<file path="config.mk">
export PLATFORM = sky130hd
export DESIGN_NAME = trisc_ctrl
export DESIGN_NICKNAME = d
export VERILOG_FILES = /design/src/rtl/trisc_pkg.sv /design/src/rtl/trisc_pc.sv /design/src/rtl/trisc_ctrl.sv
export SDC_FILE = /design/constraint.sdc
export NUM_CORES = 1
export LEC_CHECK = 0
export BUFFER_PORTS_ARGS = -buffer_cell sky130_fd_sc_hd__buf_2
export CAP_MARGIN = 30
export CORE_ASPECT_RATIO = 1.1
export CORE_UTILIZATION = 45
export DETAILED_ROUTE_END_ITERATION = 10
export PLACE_DENSITY = 0.73
export SYNTH_ARGS = -nofsm -noshare
export SYNTH_HDL_FRONTEND = slang
export SYNTH_SLANG_ARGS = --single-unit
</file>
<file path="constraint.sdc">
create_clock -name clk -period 1.7 [get_ports clk]
set_input_delay 0.17 -clock clk [delete_from_list [all_inputs] [get_ports clk]]
set_output_delay 0.17 -clock clk [all_outputs]
set_load 0.02 [all_outputs]
</file>
<file path="src/rtl/trisc_pkg.sv">
// Shared opcode values and sequencer state encoding for the trisc accumulator controller.
package trisc_pkg;

  localparam logic [3:0] OP_NOP  = 4'h0;
  localparam logic [3:0] OP_CLR  = 4'h1;
  localparam logic [3:0] OP_LDA  = 4'h2;
  localparam logic [3:0] OP_LDB  = 4'h3;
  localparam logic [3:0] OP_INC  = 4'h4;
  localparam logic [3:0] OP_JMP  = 4'h5;
  localparam logic [3:0] OP_JZ   = 4'h6;
  localparam logic [3:0] OP_HALT = 4'h7;

  typedef enum logic [2:0] {
    ST_IDLE,
    ST_FETCH,
    ST_DECODE,
    ST_EXEC,
    ST_HALTED
  } state_e;

  // Opcodes 8..F are undefined and run as NOP.
  function automatic logic op_illegal(input logic [3:0] op);
    return op[3];
  endfunction

endpackage

</file>
<file path="src/rtl/trisc_pc.sv">
// Program counter: clear has priority over load, load over increment; wraps mod 2^AW.
module trisc_pc #(
  parameter int AW = 4
) (
  input  logic          clk,
  input  logic          rst_n,
  input  logic          clr_i,
  input  logic          inc_i,
  input  logic          load_i,
  input  logic [AW-1:0] load_val_i,
  output logic [AW-1:0] pc_o
);

  logic [AW-1:0] pc_q, pc_d;

  always_comb begin
    pc_d = pc_q;
    if (clr_i)       pc_d = '0;
    else if (load_i) pc_d = load_val_i;
    else if (inc_i)  pc_d = pc_q + AW'(1);
  end

  always_ff @(posedge clk or negedge rst_n) begin
    if (!rst_n) pc_q <= '0;
    else        pc_q <= pc_d;
  end

  assign pc_o = pc_q;

endmodule

</file>
<file path="src/rtl/trisc_ctrl.sv">
// Three-state fetch/decode/exec sequencer driving the accumulator; AW must not exceed DW.
module trisc_ctrl
  import trisc_pkg::*;
#(
  parameter int DW = 4,
  parameter int AW = 4
) (
  input  logic          clk,
  input  logic          rst_n,
  input  logic          start,
  input  logic [DW+3:0] instr,
  input  logic [DW-1:0] acc_q,
  output logic [AW-1:0] pc_addr,
  output logic          acc_clear,
  output logic          acc_load,
  output logic          acc_inc,
  output logic          acc_ab,
  output logic [DW-1:0] acc_a,
  output logic          halted,
  output logic          illegal
);

  state_e        state_q;
  logic [DW+3:0] ir_q;
  logic          clear_q, load_q, inc_q, ab_q;
  logic          halted_q, illegal_q;

  logic [3:0] dec_op, ex_op;
  logic       pc_clr, pc_inc, pc_load;

  assign dec_op = instr[DW+3:DW];
  assign ex_op  = ir_q[DW+3:DW];

  // Branch outcome is resolved combinationally from acc_q while in EXEC.
  assign pc_clr  = (state_q == ST_HALTED) && start;
  assign pc_load = (state_q == ST_EXEC) &&
                   ((ex_op == OP_JMP) || ((ex_op == OP_JZ) && (acc_q == '0)));
  assign pc_inc  = (state_q == ST_EXEC) && !pc_load && (ex_op != OP_HALT);

  trisc_pc #(.AW(AW)) u_pc (
    .clk        (clk),
    .rst_n      (rst_n),
    .clr_i      (pc_clr),
    .inc_i      (pc_inc),
    .load_i     (pc_load),
    .load_val_i (ir_q[AW-1:0]),
    .pc_o       (pc_addr)
  );

  // Controls are decoded from ROM data in DECODE so they are registered high exactly in EXEC.
  always_ff @(posedge clk or negedge rst_n) begin
    if (!rst_n) begin
      state_q   <= ST_IDLE;
      ir_q      <= '0;
      clear_q   <= 1'b0;
      load_q    <= 1'b0;
      inc_q     <= 1'b0;
      ab_q      <= 1'b0;
      halted_q  <= 1'b0;
      illegal_q <= 1'b0;
    end else begin
      clear_q <= 1'b0;
      load_q  <= 1'b0;
      inc_q   <= 1'b0;
      case (state_q)
        ST_IDLE: if (start) state_q <= ST_FETCH;
        ST_FETCH: state_q <= ST_DECODE;
        ST_DECODE: begin
          ir_q    <= instr;
          ab_q    <= (dec_op == OP_LDB);
          clear_q <= (dec_op == OP_CLR);
          load_q  <= (dec_op == OP_LDA) || (dec_op == OP_LDB);
          inc_q   <= (dec_op == OP_INC);
          state_q <= ST_EXEC;
        end
        ST_EXEC: begin
          if (op_illegal(ex_op)) illegal_q <= 1'b1;
          if (ex_op == OP_HALT) begin
            halted_q <= 1'b1;
            state_q  <= ST_HALTED;
          end else begin
            state_q  <= ST_FETCH;
          end
        end
        ST_HALTED: begin
          if (start) begin
            halted_q  <= 1'b0;
            illegal_q <= 1'b0;
            state_q   <= ST_FETCH;
          end
        end
        default: state_q <= ST_IDLE;
      endcase
    end
  end

  assign acc_clear = clear_q;
  assign acc_load  = load_q;
  assign acc_inc   = inc_q;
  assign acc_ab    = ab_q;
  assign acc_a     = ir_q[DW-1:0];
  assign halted    = halted_q;
  assign illegal   = illegal_q;

endmodule

</file>
==> impl_metrics.yaml, run 1 <==
run_status:
  outcome: "finished clean"
yosys:
  ys_seq_area_frac: 0.5024
  post-synth-top-area-fraction: 0.5024
  ys.flop_type: "dfrtp_1"
  ys_top_cells_by_area: "dfrtp_1, nand2_1, o221ai_1, buf_4, nor2_1"
  synth_edf_count: 0
  post_synth_instance_area_sq_um: 1046
  synth-warning-count: 0
  synth.largest_area_cell: "dfrtp_1"
  yosys-top-cells-count: "nand2_1, dfrtp_1, nor2_1, inv_1"
  syn_inst: 110
  synthArstFlopShare: 1.000
  synth.net_count: 126
  synth-seq-cells: 21
  synthesis.area_per_instance_sq_um: 9.509
  ys_types: 32
  synth_most_common_cell: "nand2_1"
place:
  globalplace.congestion: 0.8415
  io_buffers: 28
  post-dp-hpwl_microns: 1544
floorplan:
  die_height_microns: 52.57
  number_of_rows_in_the_core_area: 17
  floorplan.core_area_sq_um: 2106
  fp.dieW_microns: 47.97
  number_of_top_level_pins: 29
  die_area_sq_um: 2522
  floorplan.initialDensity: 0.4967
clock_network:
  root_driver: "clkbuf_4"
  cts.sinks: 21
  clk_pin_slew_ps: 120
  cts-root-to-sink-buffers: 2
  clock_latency_ps: 300
  resize_count_post_cts: 0
  cts-buffers-inserted: 3
  cts_tree: "yes"
  post_cts_buffers: 0
  htree_num_levels: 1
cells_and_area:
  area.growth.synth_to_final_pct: 19.86
  register_area_sq_um: 525.5
  post_route_cells_drive_above_1_share: 0.2867
  multi_input_comb_area_sq_um: 445.4
  num-nets-final: 160
  antenna-diode-count: 0
  fillerInstances: 194
detailed_routing:
  remaining_drc_errors: 0
  drt_pre_antenna_iters: 4
  first_iter_violations: 20
  antenna_violation_net_count_after_detailed_routing: 0
  postRouteWirelength_microns: 1957
  drt-wirelength-per-cell_microns: 11.44
  drt-vias-per-instance: 5.158
  detailroute.via_count: 882
setup_path:
  crit_required_ps: 1910
  critPathKind: "register to register"
  worst-endpoint-arrival_ps: 1850
  critPathMaxFanout: 6
  worstSetupEndpointType: "register"
  timing.critical_path.from_type: "register"
  critPathTopFamily: "simple AND/OR/NAND/NOR gates"
  path_cells: "nand3b_4 -> or3b_4 -> or3_1 -> a32o_1"
  largest_stage_delay_worst_path_ps: 430
  worst_path_max_delay_cell: "or3b_4"
  crit_buf_inv: 0
global_routing:
  antenna_found_initial: 0
  via_count_of_the_first_global_routing_pass: 864
  groute.usage.overall: 0.2045
  grt_max_degree: 22
  grt_overflow: 0
  global_route_wire_length_before_repair_microns: 3560
power_and_ir_drop:
  worst_ir_drop_vdd_uv: 990.9
  total_leakage_power_nw: 0.6318
  p_total_w: 0.002113
  cellPowerDensity_nw_per_um2: 1685
timing:
  fmax_mhz: 607.7
  grt_setup_unrepaired: "false"
  timing.final.crit_share: 0.9679
  min_period_ps: 1645
  slew_headroom: 0.6941
  slew_viol_final: 0
  tns_ps: 0
  timing_hold_violations_final: 0
  timing_worst_slew_pin_value_ps: 458.8
  worst_clock_skew_ps: 3.037
  finalSetupViolCount: 0
job:
  max_cap_viol_count: 0
min_path:
  holdCritPathClass: "input port to register"
## cells by family after synthesis
kind of cell,share of synthesized area
buffers and inverters,0.07177
flip-flops,0.5024
adder cells (fa/ha/maj),0.01196
AO/OA/AOI/OAI,0.1280
AND/OR/NAND/NOR,0.2775
XOR/XNOR,0.008375
## area by class of cell
cell class                 count  area share
inverter                       5     0.01497
timing repair buffer          36      0.1617
multi-input combinational     77      0.3553
clock buffer                   4     0.02096
sequential                    21      0.4192
tap                           28     0.02794
## sequential cells by signal, indices dropped and copies added, names as in the netlist
name,count
state_q,3
acc_ab,1
u_pc.pc_o,4
halted,1
acc_inc,1
ir_q,8
illegal,1
acc_clear,1
acc_load,1
## metrics by stage
step	instance area, sq um	setup WS (ps)	instances	utilization	hold slack [ps]
3_3_place_gp	1217	83.88	166	0.5781	151.7
5_1_grt	1254	1.843	171	0.5954	40.30
3_5_place_dp	1217	46.57	166	0.5781	155.6
2_1_floorplan	1046	56.98	110	-	-125.6
6_report	1254	54.57	171	0.5954	42.58
4_1_cts	1254	51.42	171	0.5954	32.24
## where the power goes
part	switching (W)	total (W)	internal (W)	leakage, nW
Sequential	0.000161	0.000855	0.000694	0.267
Clock	0.000151	0.000242	0.0000916	0.0150
Combinational	0.000580	0.00102	0.000435	0.350
## final timing paths
| check | slack, ps | start | cells past startpoint | to |
|---|---|---|---|---|
| min reg2reg | 490 | halted | 2 | halted |
| max reg2reg | 50 | state_q[2] | 4 | u_pc.pc_o[0] |
| min in group asynchronous | 330 | rst_n | 2 | halted |
| min | 40 | instr[5] | 2 | acc_inc |
| max in group asynchronous | 1060 | rst_n | 2 | acc_ab |
| max | 50 | state_q[2] | 4 | u_pc.pc_o[0] |
## worst reg2reg max path: stages (launching register included)
cell,delay [ps]
dfrtp_1,390
nand3b_4,170
or3b_4,430
or3_1,310
a32o_1,240
## what timing repair did
| action | in CTS | in global routing |
|---|---|---|
| hold buffers | 1 | 0 |
| endpoints found under the setup margin | 0 | 0 |
| endpoints found under the hold margin | 21 | 0 |
## cell usage in the layout, fill, tap and decap left out
master         netlist  final
nand2_1             28     28
buf_2                0     28
dfrtp_1             21     21
nor2_1               7      7
buf_4                4      7
inv_1                5      5
o21ai_0              4      4
o221ai_1             4      4
nor4_1               3      3
a21oi_1              3      3
clkbuf_4             0      3
nand3b_1             2      2
nand2b_1             2      2
nor3b_1              2      2
nor2b_1              2      2
a31oi_1              2      2
or3_1                2      2
o211ai_1             2      2
nand3b_4             1      1
and4b_1              1      1
nor3_1               1      1
or3b_4               1      1
or2_2                1      1
xnor2_1              1      1
nand3_1              1      1
and2_1               1      1
nand4b_1             1      1
o2bb2ai_1            1      1
o41ai_1              1      1
a22o_1               1      1
a32o_1               1      1
ha_1                 1      1
clkbuf_1             1      1
dlygate4sd3_1        0      1
## per-layer routing
metal	track usage	up-vias	share of wire
met4	0.1111	0	0.017
li1	-	446	-
met2	0.3176	29	0.46
met5	0	-	0
met1	0.2723	403	0.47
met3	0.02069	4	0.045
No activity file was read; power rests on OpenSTA's default activity.
==> run 2, diff against run 1 <==
--- a/config.mk
+++ b/config.mk
@@ -10,6 +10,7 @@
 export CORE_ASPECT_RATIO = 1.1
 export CORE_UTILIZATION = 45
 export DETAILED_ROUTE_END_ITERATION = 10
+export GPL_TIMING_DRIVEN = 0
 export PLACE_DENSITY = 0.73
 export SYNTH_ARGS = -nofsm -noshare
 export SYNTH_HDL_FRONTEND = slang
==> run 2 against run 1 <==
Net effect:
- utilization grew 2.3 points
- setup slack gained 0.89 ps
- critical path depth grew 1
- combinational power grew 13%
- critical path type unchanged
- largest cell class unchanged
- largest power group unchanged
==> impl_metrics.yaml, run 2 (synthesized netlist as in run 1, its figures left out) <==
setup_path:
  timing.critical_path.from_type: "register"
  critPathTopFamily: "simple AND/OR/NAND/NOR gates"
  path_cells: "buf_6 -> nand3b_4 -> or3b_4 -> or3_1 -> a32o_1"
  r2r-end: "u_pc.pc_o[0]"
  crit_buf_inv: 1
  largest_stage_delay_worst_path_ps: 410
  critPathKind: "register to register"
  critPathMaxFanout: 6
  worst-r2r-setup-slack_ps: 60
  crit_required_ps: 1910
  worst_path_max_delay_cell: "or3b_4"
  reg2reg_from: "state_q[1]"
  r2r_cells: 5
  worstSetupEndpointType: "register"
  count_of_cell_instances_traversed_by_the_critical_path: 5
  worst-endpoint-arrival_ps: 1850
global_routing:
  grt_overflow: 0
  global_route_wire_length_before_repair_microns: 3256
  groute.usage.overall: 0.1870
  grt_max_degree: 22
  antenna_found_initial: 0
  via_count_of_the_first_global_routing_pass: 783
detailed_routing:
  first_iter_violations: 17
  remaining_drc_errors: 0
  drt-vias-per-instance: 5.068
  antenna_violation_net_count_after_detailed_routing: 0
  drt_pre_antenna_iters: 4
  drt-wirelength-per-cell_microns: 11.90
  detailroute.via_count: 892
  postRouteWirelength_microns: 2095
floorplan:
  fp.dieW_microns: 47.97
  die_height_microns: 52.57
  die_area_sq_um: 2522
  floorplan.core_area_sq_um: 2106
  number_of_top_level_pins: 29
  number_of_rows_in_the_core_area: 17
  floorplan.initialDensity: 0.4967
timing:
  slew_headroom: 0.4865
  timing.final.crit_share: 0.9674
  finalSetupViolCount: 0
  worst_clock_skew_ps: 3.116
  grt_setup_unrepaired: "true"
  fin_hold_ws_ps: 43.46
  layout_setup_ws_ps: 55.46
  tns_ps: 0
  timing_worst_slew_pin_value_ps: 768.6
  timing_hold_violations_final: 0
  min_period_ps: 1645
  slew_viol_final: 0
  fmax_mhz: 608.1
power_and_ir_drop:
  p_sw_frac: 0.4190
  cellPowerDensity_nw_per_um2: 1724
  combPwrFrac: 0.512
  total_leakage_power_nw: 0.6576
  power.sequential.fraction: 0.380
  power_report.internal_total_w: 0.001304
  p_clk_frac: 0.109
  power.net_switching_w: 0.0009408
  worst_ir_drop_vdd_uv: 878.1
cells_and_area:
  mostFrequentLayoutCells: "nand2_1, buf_2, dfrtp_1, buf_4, nor2_1"
  largest-register: "ir_q"
  antenna-diode-count: 0
  num-nets-final: 165
  largest_reg_flops: 8
  fillerInstances: 185
  final_area_sq_um: 1303
  area.growth.synth_to_final_pct: 24.52
  post_route_cells_drive_above_1_share: 0.3176
place:
  post-dp-hpwl_microns: 1531
  io_buffers: 28
  preCtsSetupSlack_ps: -22.62
  total_placed_instance_area_sq_um: 1221
  globalplace.congestion: 0.8084
clock_network:
  cts-buffers-inserted: 3
  cts.sinks: 21
  cts_tree: "yes"
  clk_pin_slew_ps: 120
  clock_latency_ps: 300
  cts-root-to-sink-buffers: 2
  root_driver: "clkbuf_4"
  htree_num_levels: 1
job:
  max_cap_viol_count: 0
min_path:
  worst_hold_path.num_cells: 3
  endpoint_worst_hold: "ir_q[3]"
  min_from: "instr[3]"
  holdCritPathClass: "input port to register"
run_status:
  outcome: "finished clean"
-- run 2: layout make-up --
| cell class | instances | area (sq um) | area share |
|---|---|---|---|
| inverter | 5 | 18.77 | 0.01441 |
| clock inverter | 1 | 5.005 | 0.003842 |
| buffer | 7 | 56.30 | 0.04323 |
| tap | 28 | 35.03 | 0.02690 |
| multi-input combinational | 77 | 451.7 | 0.3468 |
| sequential | 21 | 525.5 | 0.4035 |
| timing repair buffer | 34 | 187.7 | 0.1441 |
| clock buffer | 3 | 22.52 | 0.01729 |
-- run 2: repair_timing --
item                                    4_1_cts  5_1_grt
cloned                                        0        0
gates resized for setup                       0        1
endpoints found under the setup margin        1        1
buffers inserted                              1        4
endpoints found under the hold margin        21        0
hold buffers                                  1        0
pin swaps                                     0        2
-- run 2: worst max path at each step --
stage | start | endpoint
floorplan | state_q[2] | u_pc.pc_o[0]
global placement | state_q[2] | u_pc.pc_o[0]
detailed placement | state_q[2] | u_pc.pc_o[0]
CTS | state_q[0] | u_pc.pc_o[0]
global route | state_q[1] | u_pc.pc_o[0]
finish | state_q[1] | u_pc.pc_o[0]
-- run 2: per-layer routing --
layer  GRT usage  vias to the layer above  wire [microns]
met4     0.08333                        0              17
met5           0                        -               0
li1            -                      459               -
met3     0.02069                        2              64
met2      0.2905                       22            1012
met1      0.2567                      409            1001
-- run 2: power by group through the flow --
stage          Clock, W  Combinational (W)  Sequential [W]
2_1_floorplan         0           0.000731        0.000914
3_3_place_gp          0            0.00104        0.000852
3_5_place_dp          0            0.00107        0.000861
4_1_cts        0.000253            0.00108        0.000849
5_1_grt        0.000272            0.00128        0.000882
6_report       0.000244            0.00115        0.000853
-- run 2: tightest hold or removal path: stages --
cell	delay [ps]
buf_2	70
nand2_1	40
nand2_1	40
-- run 2: stage by stage --
step                      cells  total power (W)    util
after detailed placement    166         0.001932  0.5799
after global placement      166         0.001895  0.5799
after global routing        176         0.002437  0.6185
after CTS                   172         0.002185  0.6013
final                       176         0.002245  0.6185
after floorplan             110         0.001645       -
